===== src/rtl/insn_fetch_pkg.sv =====
// insn_fetch_pkg: shared widths, defaults and helpers for the fetch stage
package insn_fetch_pkg;
  localparam int DEF_LEN_INSN = 32;
  localparam int DEF_LEN_PC = 16;
  localparam int DEF_RESET_PC = 0;
  localparam int FETCH_DEPTH = 4;
  function automatic logic [31:0] sat_inc32(input logic [31:0] v, input logic en);
    return (en && v != '1) ? v + 32'd1 : v;
  endfunction
endpackage


===== src/rtl/insn_fetch_fifo.sv =====
// insn_fetch_fifo: synchronous FIFO with flush; push at full accepted only alongside a pop
module insn_fetch_fifo #(
  parameter int WIDTH = 8,
  parameter int DEPTH = 4
) (
  input  logic                     clk,
  input  logic                     rst,
  input  logic                     push,
  input  logic                     pop,
  input  logic                     flush,
  input  logic [WIDTH-1:0]         din,
  output logic [WIDTH-1:0]         dout,
  output logic [$clog2(DEPTH):0]   count,
  output logic                     full,
  output logic                     empty
);
  localparam int AW = $clog2(DEPTH);
  logic [WIDTH-1:0] mem [DEPTH];
  logic [AW-1:0] rd, wr;
  logic do_push, do_pop;
  assign full = count == (AW+1)'(DEPTH);
  assign empty = count == '0;
  assign do_pop = pop && !empty;
  assign do_push = push && (!full || do_pop);
  assign dout = empty ? '0 : mem[rd];
  always_ff @(posedge clk)
    if (do_push) mem[wr] <= din;
  always_ff @(posedge clk) begin
    if (rst || flush) begin
      rd <= '0;
      wr <= '0;
      count <= '0;
    end else begin
      rd <= rd + AW'(do_pop);
      wr <= wr + AW'(do_push);
      count <= count + (AW+1)'(do_push) - (AW+1)'(do_pop);
    end
  end
endmodule


===== src/rtl/insn_fetch.sv =====
// insn_fetch: PC owner, credit-limited imem requests, prefetch FIFO to decoder, redirect flush.
// Optional FETCH_PERF_EN adds saturating perf_fetched / perf_stall counters.
module insn_fetch
  import insn_fetch_pkg::*;
#(
  parameter int LEN_INSN = DEF_LEN_INSN,
  parameter int LEN_PC = DEF_LEN_PC,
  parameter logic [LEN_PC-1:0] RESET_PC = LEN_PC'(DEF_RESET_PC),
  parameter int DEPTH = FETCH_DEPTH
) (
  input  logic                clk,
  input  logic                rst,
  output logic                imem_req_valid,
  input  logic                imem_req_ready,
  output logic [LEN_PC-1:0]   imem_addr,
  input  logic                imem_resp_valid,
  input  logic [LEN_INSN-1:0] imem_resp_data,
  input  logic                redirect_valid,
  input  logic [LEN_PC-1:0]   redirect_pc,
  output logic                insn_valid,
  input  logic                insn_ready,
  output logic [LEN_INSN-1:0] insn,
  output logic [LEN_PC-1:0]   insn_pc
`ifdef FETCH_PERF_EN
  ,
  output logic [31:0]         perf_fetched,
  output logic [31:0]         perf_stall
`endif
);
  localparam int CW = $clog2(DEPTH) + 1;
  logic [LEN_PC-1:0] pc, qhead;
  logic [CW-1:0] outstanding, drop, out_next, dcount, qcount;
  logic [CW:0] credit;
  logic [LEN_INSN+LEN_PC-1:0] dhead;
  logic req_fire, resp_keep, pop, dempty, dfull, qempty, qfull, unused_bits;
  // outstanding + buffered never exceeds DEPTH, so a response always has a slot
  assign credit = {1'b0, outstanding} + {1'b0, dcount};
  assign imem_req_valid = !rst && !redirect_valid && (credit < (CW+1)'(DEPTH));
  assign imem_addr = pc;
  assign req_fire = imem_req_valid && imem_req_ready;
  assign resp_keep = imem_resp_valid && drop == '0;
  assign insn_valid = !dempty;
  assign pop = insn_valid && insn_ready;
  assign {insn, insn_pc} = dhead;
  assign out_next = outstanding + CW'(req_fire) - CW'(imem_resp_valid);
  assign unused_bits = ^{dfull, qfull, qcount};
  always_ff @(posedge clk) begin
    if (rst) begin
      pc <= RESET_PC;
      outstanding <= '0;
      drop <= '0;
    end else begin
      outstanding <= out_next;
      pc <= redirect_valid ? redirect_pc : pc + LEN_PC'(req_fire);
      drop <= redirect_valid ? out_next : drop - CW'(imem_resp_valid && drop != '0);
    end
  end
  always_ff @(posedge clk)
    if (!rst) assert (!(imem_resp_valid && (outstanding == '0 || (resp_keep && qempty))));
  insn_fetch_fifo #(.WIDTH(LEN_INSN + LEN_PC), .DEPTH(DEPTH)) u_data (
    .clk(clk), .rst(rst), .push(resp_keep), .pop(pop), .flush(redirect_valid),
    .din({imem_resp_data, qhead}), .dout(dhead), .count(dcount), .full(dfull), .empty(dempty)
  );
  insn_fetch_fifo #(.WIDTH(LEN_PC), .DEPTH(DEPTH)) u_pcq (
    .clk(clk), .rst(rst), .push(req_fire), .pop(resp_keep), .flush(redirect_valid),
    .din(pc), .dout(qhead), .count(qcount), .full(qfull), .empty(qempty)
  );
`ifdef FETCH_PERF_EN
  always_ff @(posedge clk) begin
    if (rst) begin
      perf_fetched <= '0;
      perf_stall <= '0;
    end else begin
      perf_fetched <= sat_inc32(perf_fetched, pop);
      perf_stall <= sat_inc32(perf_stall, insn_ready && !insn_valid);
    end
  end
`endif
endmodule


===== config.mk =====
export PLATFORM = sky130hd
export DESIGN_NAME = insn_fetch
export DESIGN_NICKNAME = d
export VERILOG_FILES = /design/src/rtl/insn_fetch_pkg.sv /design/src/rtl/insn_fetch_fifo.sv /design/src/rtl/insn_fetch.sv
export SDC_FILE = /design/constraint.sdc
export NUM_CORES = 1
export LEC_CHECK = 0
export BUFFER_PORTS_ARGS = -buffer_cell sky130_fd_sc_hd__buf_4
export CELL_PAD_IN_SITES_DETAIL_PLACEMENT = 1
export CELL_PAD_IN_SITES_GLOBAL_PLACEMENT = 1
export CORE_MARGIN = 1.5
export CORE_UTILIZATION = 50
export CTS_BUF_LIST = sky130_fd_sc_hd__clkbuf_16
export CTS_CLUSTER_DIAMETER = 80
export DETAILED_ROUTE_END_ITERATION = 8
export HOLD_SLACK_MARGIN = 0.12
export PLACE_DENSITY_LB_ADDON = 0.15
export SYNTH_ARGS = -nofsm -noshare
export SYNTH_HDL_FRONTEND = slang
export SYNTH_SLANG_ARGS = --single-unit
export TNS_END_PERCENT = 100

===== constraint.sdc =====
create_clock -name clk -period 11.35 [get_ports clk]
set_clock_uncertainty 0.2 [all_clocks]
set_input_delay 2.27 -clock clk [delete_from_list [all_inputs] [get_ports clk]]
set_output_delay 2.27 -clock clk [all_outputs]
set_load 0.02 [all_outputs]

=== Word-level counts from Yosys, hierarchy flattened ===
Memories as Yosys holds them, arrays and structs flattened. A register that Yosys moved wholly into a read port is not among the register bits.
Cells that the tools add are included.
Widths: inputs -> output; s select.

* Equality and inequality tests: 2
* $lt $le $gt $ge: 1
* $add $sub $neg: 13
* Reductions and logical operators: 23
* Multiplexer cells: 10

{| class="wikitable"
|+ Operators by type and width
! cell !! number
|-
| $mux 48 || 1
|-
| $mux 16 || 2
|-
| $add 16x1->16 || 1
|-
| $sub 3x1->3 || 4
|-
| $logic_and 1x1->1 || 10
|-
| $add 3x1->3 || 3
|-
| $logic_not 3->1 || 3
|-
| $add 2x1->2 || 4
|-
| $eq 3x3->1 const B || 2
|-
| $logic_not 1->1 || 6
|-
| $add 3x3->4 || 1
|-
| $lt 4x3->1 const B || 1
|-
| $mux 1 || 4
|-
| $mux 2 || 2
|-
| $logic_or 1x1->1 || 3
|-
| $mux 3 || 1
|-
| $reduce_bool 3->1 || 1
|}

* Word-level logic and storage cells: 60
* Memories: 2
* Flip-flop bits (word level): 36
* RAM bits: 256
* Input port bits: 54
* Output and inout port bits: 66

{| class="wikitable"
|+ Memory list
! name !! depth !! width !! rd ports !! clocked after memory_dff !! wr ports !! RTL line !! source
|-
| u_data.mem || 4 || 48 || 1 || 1 || 1 || insn_fetch_fifo.sv:18 || <nowiki>logic [WIDTH-1:0] mem [DEPTH];</nowiki>
|-
| u_pcq.mem || 4 || 16 || 1 || 1 || 1 || insn_fetch_fifo.sv:18 ||
|}

=== Depth between registers and ports, before layout ===
Gate-level depths: netlist of the first run.

* Word-level depth: 8
* Mapped depth: 12
* Gate-level depth less buffers: 12

=== By module ===
From an unflattened synthesis of the first run, not the netlist that was laid out.

* Cell total of the unflattened synthesis: 621
* Area total of the unflattened synthesis: 11773.8 µm²

{| class="wikitable"
|+ By module, submodules not included
! module !! area an instance (µm²) !! times used !! seq. area each (µm²) !! cells an instance
|-
| insn_fetch_fifo (u_data) || 7613.6 || 1 || 5905.7 || 343
|-
| insn_fetch_fifo (u_pcq) || 2925.3 || 1 || 2062.0 || 140
|-
| insn_fetch || 1234.9 || 1 || 440.4 || 138
|}

=== Worst setup path after synthesis of the first run ===
Ideal clock, no wire load.

* Path kind: input port to flip-flop
* From: input imem_resp_valid
* To: memory u_data.mem[1][0] (netlist bit), enable pin
* Data arrival time: 7.761 ns
* Setup time: 0.590 ns
* Buffers on the path: 0
* Cell stages on the path: 2
* Slack: 2.799 ns
* Data required time: 10.560 ns
* Cell sequence: or4b_4 > nor4b_1

* Cells in the longest elaborated chain, start to end: 4

{| class="wikitable"
|+ Ends and longest elaborated chain
! element !! RTL line !! source
|-
| start: declaration || insn_fetch.sv:16 || <nowiki>input logic imem_resp_valid,</nowiki>
|-
| $logic_and 1x1->1 || insn_fetch.sv:41 || <nowiki>assign resp_keep = imem_resp_valid && drop == '0;</nowiki>
|-
| $logic_and 1x1->1 || insn_fetch_fifo.sv:24 || <nowiki>assign do_push = push && (!full || do_pop);</nowiki>
|-
| $mux 1 || insn_fetch_fifo.sv:27 || <nowiki>if (do_push) mem[wr] <= din;</nowiki>
|-
| $mux 1 (implied by the code) || insn_fetch_fifo.sv:27 ||
|-
| end: declaration || insn_fetch_fifo.sv:18 ||
|}

No other way between the ends.

=== Final worst setup path of the first run ===
* From: input redirect_valid
* To: output imem_req_valid

* Cells in the longest elaborated chain, start to end: 3

{| class="wikitable"
|+ Ends and longest elaborated chain
! element !! RTL line !! source
|-
| start: declaration || insn_fetch.sv:18 || <nowiki>input logic redirect_valid,</nowiki>
|-
| $logic_not 1->1 || insn_fetch.sv:38 || <nowiki>assign imem_req_valid = !rst && !redirect_valid && (credit < (CW+1)'(DEPTH));</nowiki>
|-
| $logic_and 1x1->1 (2 in series) || insn_fetch.sv:38 ||
|-
| end: declaration || insn_fetch.sv:13 || <nowiki>output logic imem_req_valid,</nowiki>
|}

No other way between the ends.

==> metrics, run 1 <==
cells taking the most area after synthesis=edfxtp_1 (66%), mux4_2 (12%), dfxtp_1 (6.2%), nor2b_1 (3.6%), ha_1 (1.7%); P_leak=4.80 nW; largest net degree at the start of global routing=51; switching power=0.622 mW; initial antenna violation count=0; Commonest cells post-synth=edfxtp_1 (256), nor2b_1 (67), mux4_2 (64); Inserted Clock Buffers=30; Boundary Pins=120; Synth Area in Compound Gates=1.74%; post-synthesis simple-gate area fraction=7.01%; Fin. Hold Viols=0; CP Class=primary input to primary output; Hold WC Path Type=flop to flop; sw frac=24.3%; Vias=5876; Hold WS=367 ps; root buffer cell=clkbuf_16; post-CTS resize count=0; chip width=155 µm; Final Routed Wirelength=22100 µm; Syn Nets=about 700; gpl congestion=0.760; clk slew on worst S/H paths=60 ps; Max Fclk=176 MHz; GR Util All Layers=between 10% and 20%; core area=22700 µm²; Synth Area per Inst=18.6 µm²; largest area contributor in the netlist=edfxtp_1; main combinational cell family by area after synthesis=multiplexers; CP required=8880 ps; kind of end point of the critical path=primary output; Max H-tree Level=1; port bufs=119; clk sinks=292; worst slew pin tran=1160 ps; GR Util met1=24.2%; Final nets=slightly above 800; top-count cell post-synth=edfxtp_1; setup_tns=0 ps; Post-Synthesis Cells=624; Setup crit start kind=primary input; ANT nets after route=0; global route total overflow=0; met3 Use GR=2.95%; post-synth top area share=approximately two thirds; CTS tree=yes; relative slew slack=roughly 22%; WL per Instance=20.7 µm; PnR Total Power=2.56 mW; Arr. time, crit path=3220 ps; Sequential Power Share=49.5%; initial drt markers=about 250; RSZ-0062 raised after global routing=false; first-pass GRT wire length=34800 µm; die area=about 24000 µm²; crit path time final=5690 ps; Cell variety after synth=38; crit-path max FO=35; DP Area=12800 µm²; Post-synth ARST share=0%; clock latency on the worst-skew pair=~540 ps; Max Cap Viol=0; Post CTS Setup Buffer Count=0; yosys warns=0; Critical Path End=imem_req_valid; DP HPWL=13300 µm; fin crit share=50.1%; max-slew violations=0; final std cells w/o fill=roughly 1100; multiplexer share of the synthesized area=~13%; vias in the first global route=~6300; Pwr Density=186 nW/µm²; Cell Rows=55; Syn-to-layout area delta=18.7%; Cell Area, Synth=11600 µm²; vias per cell=around 5.5; Initial Utilization=approximately half; hold_buf cts=0; post-synthesis sequential area ratio=roughly 73%; status=completed; Post-synth EDFFs=256; GR peak layer=met2; design area=13800 µm²; first drt pass iteration count=4; share of post-route cells with drive strength above 1=32.6%; DP Cell Count=1011; Clock power frac=35.8%; Peak VDD IR=0.0000935 V; global routing usage on met2=33.5%; # setup viols final=0; crit path from=redirect_valid; R2R cell count=12; worst r2r src=u_data.count[2]$_SDFF_PP0_; #FFs+latches synth=292; drt drc=0; xor/xnor cell area share of the yosys netlist=1.74%; FF-to-FF End=drop[2]$_SDFF_PP0_; Clock Path Buffers=3; fraction of the mapped netlist area in adder cells=about 2.2%; DIE HEIGHT=155 µm; reg-to-reg slack, setup=8360 ps; Post-synth top flop=edfxtp_1; combinational power share=between 10% and 20%; P_int=1.94 mW; Antenna Cells=0
## routing by layer
layer	routed length (µm)	up-vias
met1	9490	3021
li1	-	2672
met4	317	0
met3	1050	31
met2	11200	152
met5	0	-
## through the flow
stage	worst slack (ps)	util (%)
floorplan	2800	-
CTS	5660	60.6
global route	5590	60.6
finish	5660	60.6
global placement	5660	56.5
detailed placement	5640	56.5
## state kept, by name, indices dropped and copies added, names as in the netlist
register and cells:
drop 3, u_data.wr 2, u_data.count 3, u_data.rd 2
imem_addr 16, u_pcq.mem 64, outstanding 3, u_data.mem 192
u_pcq.rd 2, u_pcq.wr 2, u_pcq.count 3
## final cells by class
| cell class | count | area (µm²) |
|---|---|---|
| Tap cell | 285 | 357 |
| Fill cell | 2038 | 8940 |
| Inverter | 27 | 101 |
| Clock inverter | 23 | 158 |
| Timing Repair Buffer | 130 | 976 |
| Clock buffer | 31 | 776 |
| Multi-Input combinational cell | 277 | 2990 |
| Sequential cell | 292 | 8410 |
## layout by cell type, fill, tap and decap left out, types with 2 or more instances in the layout
| master | Yosys | routed |
|---|---|---|
| edfxtp_1 | 256 | 256 |
| buf_4 | 4 | 130 |
| nor2b_1 | 67 | 67 |
| mux4_2 | 64 | 64 |
| dfxtp_1 | 36 | 34 |
| inv_1 | 26 | 31 |
| clkbuf_16 | 0 | 31 |
| nor2_1 | 21 | 20 |
| ha_1 | 16 | 16 |
| a21oi_1 | 13 | 13 |
| xnor2_1 | 13 | 13 |
| xor2_1 | 10 | 10 |
| o21a_1 | 9 | 9 |
| and2_1 | 8 | 8 |
| clkinv_1 | 0 | 8 |
| nor3_1 | 8 | 6 |
| nand2_1 | 6 | 6 |
| clkinv_2 | 0 | 5 |
| nand3_1 | 4 | 4 |
| mux2i_1 | 4 | 4 |
| nor4_1 | 5 | 4 |
| nand4_1 | 3 | 3 |
| fa_1 | 3 | 3 |
| nor3_2 | 0 | 2 |
| nor3b_2 | 2 | 2 |
| and3_1 | 3 | 2 |
| nand3_2 | 2 | 2 |
| o21ai_0 | 2 | 2 |
| or3_1 | 2 | 2 |
| a21o_1 | 2 | 2 |
| bufinv_16 | 0 | 2 |
| clkinvlp_4 | 0 | 2 |
## how the worst min path moves through the flow
stage / from / slack [ps] / to / cells after the start
final: u_pcq.count[1]$_SDFF_PP0_ / 370 / u_pcq.count[2]$_SDFF_PP0_ / 2
after global routing: u_pcq.count[1]$_SDFF_PP0_ / 380 / u_pcq.count[2]$_SDFF_PP0_ / 2
after CTS: u_pcq.count[1]$_SDFF_PP0_ / 370 / u_pcq.count[2]$_SDFF_PP0_ / 2
after detailed placement: u_pcq.count[1]$_SDFF_PP0_ / 360 / u_pcq.count[2]$_SDFF_PP0_ / 2
after global placement: imem_addr[0]$_SDFF_PP0_ / 360 / u_pcq.mem[2][0]$_DFFE_PP_ / 0
after floorplan: u_pcq.count[1]$_SDFF_PP0_ / 330 / u_pcq.count[2]$_SDFF_PP0_ / 2
## kinds of logic (layout without fill, tap and decap cells)
| logic type | Yosys count | in the layout |
|---|---|---|
| DFF | 292 | 292 |
| and+or+nand+nor | 137 | 137 |
| muxes | 68 | 68 |
| buffers and inverters | 55 | 211 |
| AOI/OAI and AO/OA | 30 | 30 |
| xor gates and xnor gates | 23 | 23 |
| adders and majority gates | 19 | 19 |
## worst max-delay path: stages
cell    delay [ps]
buf_4          230
nor2_2         360
and3_1         220
buf_4          140
## power by group through the flow
stage	combinational, mW	clock (mW)	sequential [mW]
after floorplan	0.233	0	1.29
after global placement	0.371	0	1.28
after detailed placement	0.382	0	1.29
after CTS	0.384	0.941	1.27
after global routing	0.408	0.978	1.28
final	0.375	0.917	1.27
(Power assumes the default switching activity.)
==> inputs of run 2 (changes only) <==
Clock period 11.35 ns to 5.3 ns, I/O delays scaled along.
==> metrics, run 2 (same netlist as run 1, synthesis figures left out) <==
gpl congestion=a little under 0.8; Syn-to-layout area delta=19.8%; CTS tree=yes; Cell Rows=55; WHS Path Cells=0; first-pass GRT wire length=36800 µm; Critical-path top delay cell=dfxtp_2; relative slew slack=roughly a quarter; CP Buf/Inv Count=2; most common cell after layout, fill and taps aside=edfxtp_1; setup_tns=0 ps; drt drc=0; kind of end point of the critical path=primary output; Fin. Hold Viols=0; root buffer cell=clkbuf_16; crit path from=u_data.rd[1]$_SDFF_PP0_; initial drt markers=281; Setup crit start kind=flop; final std cells w/o fill=1066; Crit path depth=4; Final Routed Wirelength=23200 µm; reg-to-reg slack, setup=around 2200 ps; Largest Register=u_data.mem; Most common cell on crit path=buf_4; RSZ-0062 raised after global routing=false; post-CTS resize count=0; Max Fclk=257 MHz; worst r2r src=u_data.count[2]$_SDFF_PP0_; Arr. time, crit path=2640 ps; worst slew pin tran=1150 ps; worst hold path startpoint=imem_addr[0]$_SDFF_PP0_; CP Class=flop to primary output; hold_buf cts=0; vias per cell=5.53; first drt pass iteration count=4; die area=~24000 µm²; Inserted Clock Buffers=30; P_leak=approximately 4.8 nW; DP Cell Count=1010; R2R cell count=12; Final nets=830; Max Cap Viol=0; max incr delay on CP=1040 ps; DP HPWL=14000 µm; fin crit share=73.5%; crit-path max FO=39; clk slew on worst S/H paths=60 ps; max-slew violations=0; status=completed; Hold Path End=u_pcq.mem[0][0]$_DFFE_PP_; FF-to-FF End=drop[2]$_SDFF_PP0_; global route total overflow=0; DIE HEIGHT=155 µm; Max H-tree Level=1; core area=22700 µm²; initial antenna violation count=0; Vias=5894; Initial Utilization=around 51%; Post CTS Setup Buffer Count=0; CP delay by family, top=flip-flops; chip width=155 µm; vias in the first global route=6565; largest net degree at the start of global routing=just over 50; Peak VDD IR=0.000264 V; clk sinks=a little under 300; Boundary Pins=120; clock latency on the worst-skew pair=540 ps; # setup viols final=0; port bufs=about 120; Pwr Density=412 nW/µm²; crit path time final=just under 4000 ps; Clock Path Buffers=3; Hold WC Path Type=flop to flop; GR Util All Layers=around a fifth; share of post-route cells with drive strength above 1=33.0%; most frequent cells in the layout=edfxtp_1 (256), buf_4 (129), nor2b_1 (67); CP required=4040 ps; crit-path cells=buf_4 -> mux4_2 -> nor2b_1 -> buf_4; ANT nets after route=0; Largest register FFs=192; WL per Instance=21.8 µm; Antenna Cells=0
## run 2: cell types whose count changed in the layout (fill, tap and decap cells not counted), sizes merged
cell / previous run / this run
bufinv: 2 / 6
inv: 32 / 29
buf: 130 / 129
clkinvlp: 2 / 3
## run 2: power breakdown
group          internal, mW  switching (mW)
registers              2.65          0.0842
logic                 0.362           0.441
clock network          1.34           0.846
## run 2: cell type report
type                       instances  area (µm²)
sequential                       292        8410
clock inverter                    25         268
multi-input combinational        277        3010
inverter                          27         101
fill                            2028        8820
tap                              285         357
timing repair buffer             129         968
clock buffer                      31         776
## run 2: worst max path at each step
stage | end | slack, ps
final | insn_pc[1] | 1400
after global routing | insn_pc[6] | 1270
after CTS | insn_pc[1] | 1330
after detailed placement | drop[2]$_SDFF_PP0_ | 1370
after global placement | u_data.mem[3][11]$_DFFE_PP_ | 1620
after floorplan | u_data.mem[0][0]$_DFFE_PP_ | 360
## run 2: per-stage QoR
stage	util, %	total power [mW]	hold slack, ps	instance area, µm²	worst slack [ps]
3_3_place_gp	56.6	3.55	348	12800	1620
4_1_cts	61.2	5.79	374	13900	1330
5_1_grt	61.2	5.92	394	13900	1270
3_5_place_dp	56.6	3.60	363	12800	1370
6_report	61.2	5.72	371	13900	1400
2_1_floorplan	-	3.25	328	11600	359
## run 2: per-layer routing
| metal | GRT usage [%] | vias up | share of wire [%] | wire, µm |
|---|---|---|---|---|
| met5 | 0 | - | 0 | 0 |
| met4 | 5.03 | 0 | 1.7 | 384 |
| met3 | 3.01 | 35 | 4.4 | 1010 |
| met2 | 35.7 | 144 | 52 | 12100 |
| met1 | 25.4 | 3043 | 42 | 9740 |
| li1 | - | 2672 | - | - |
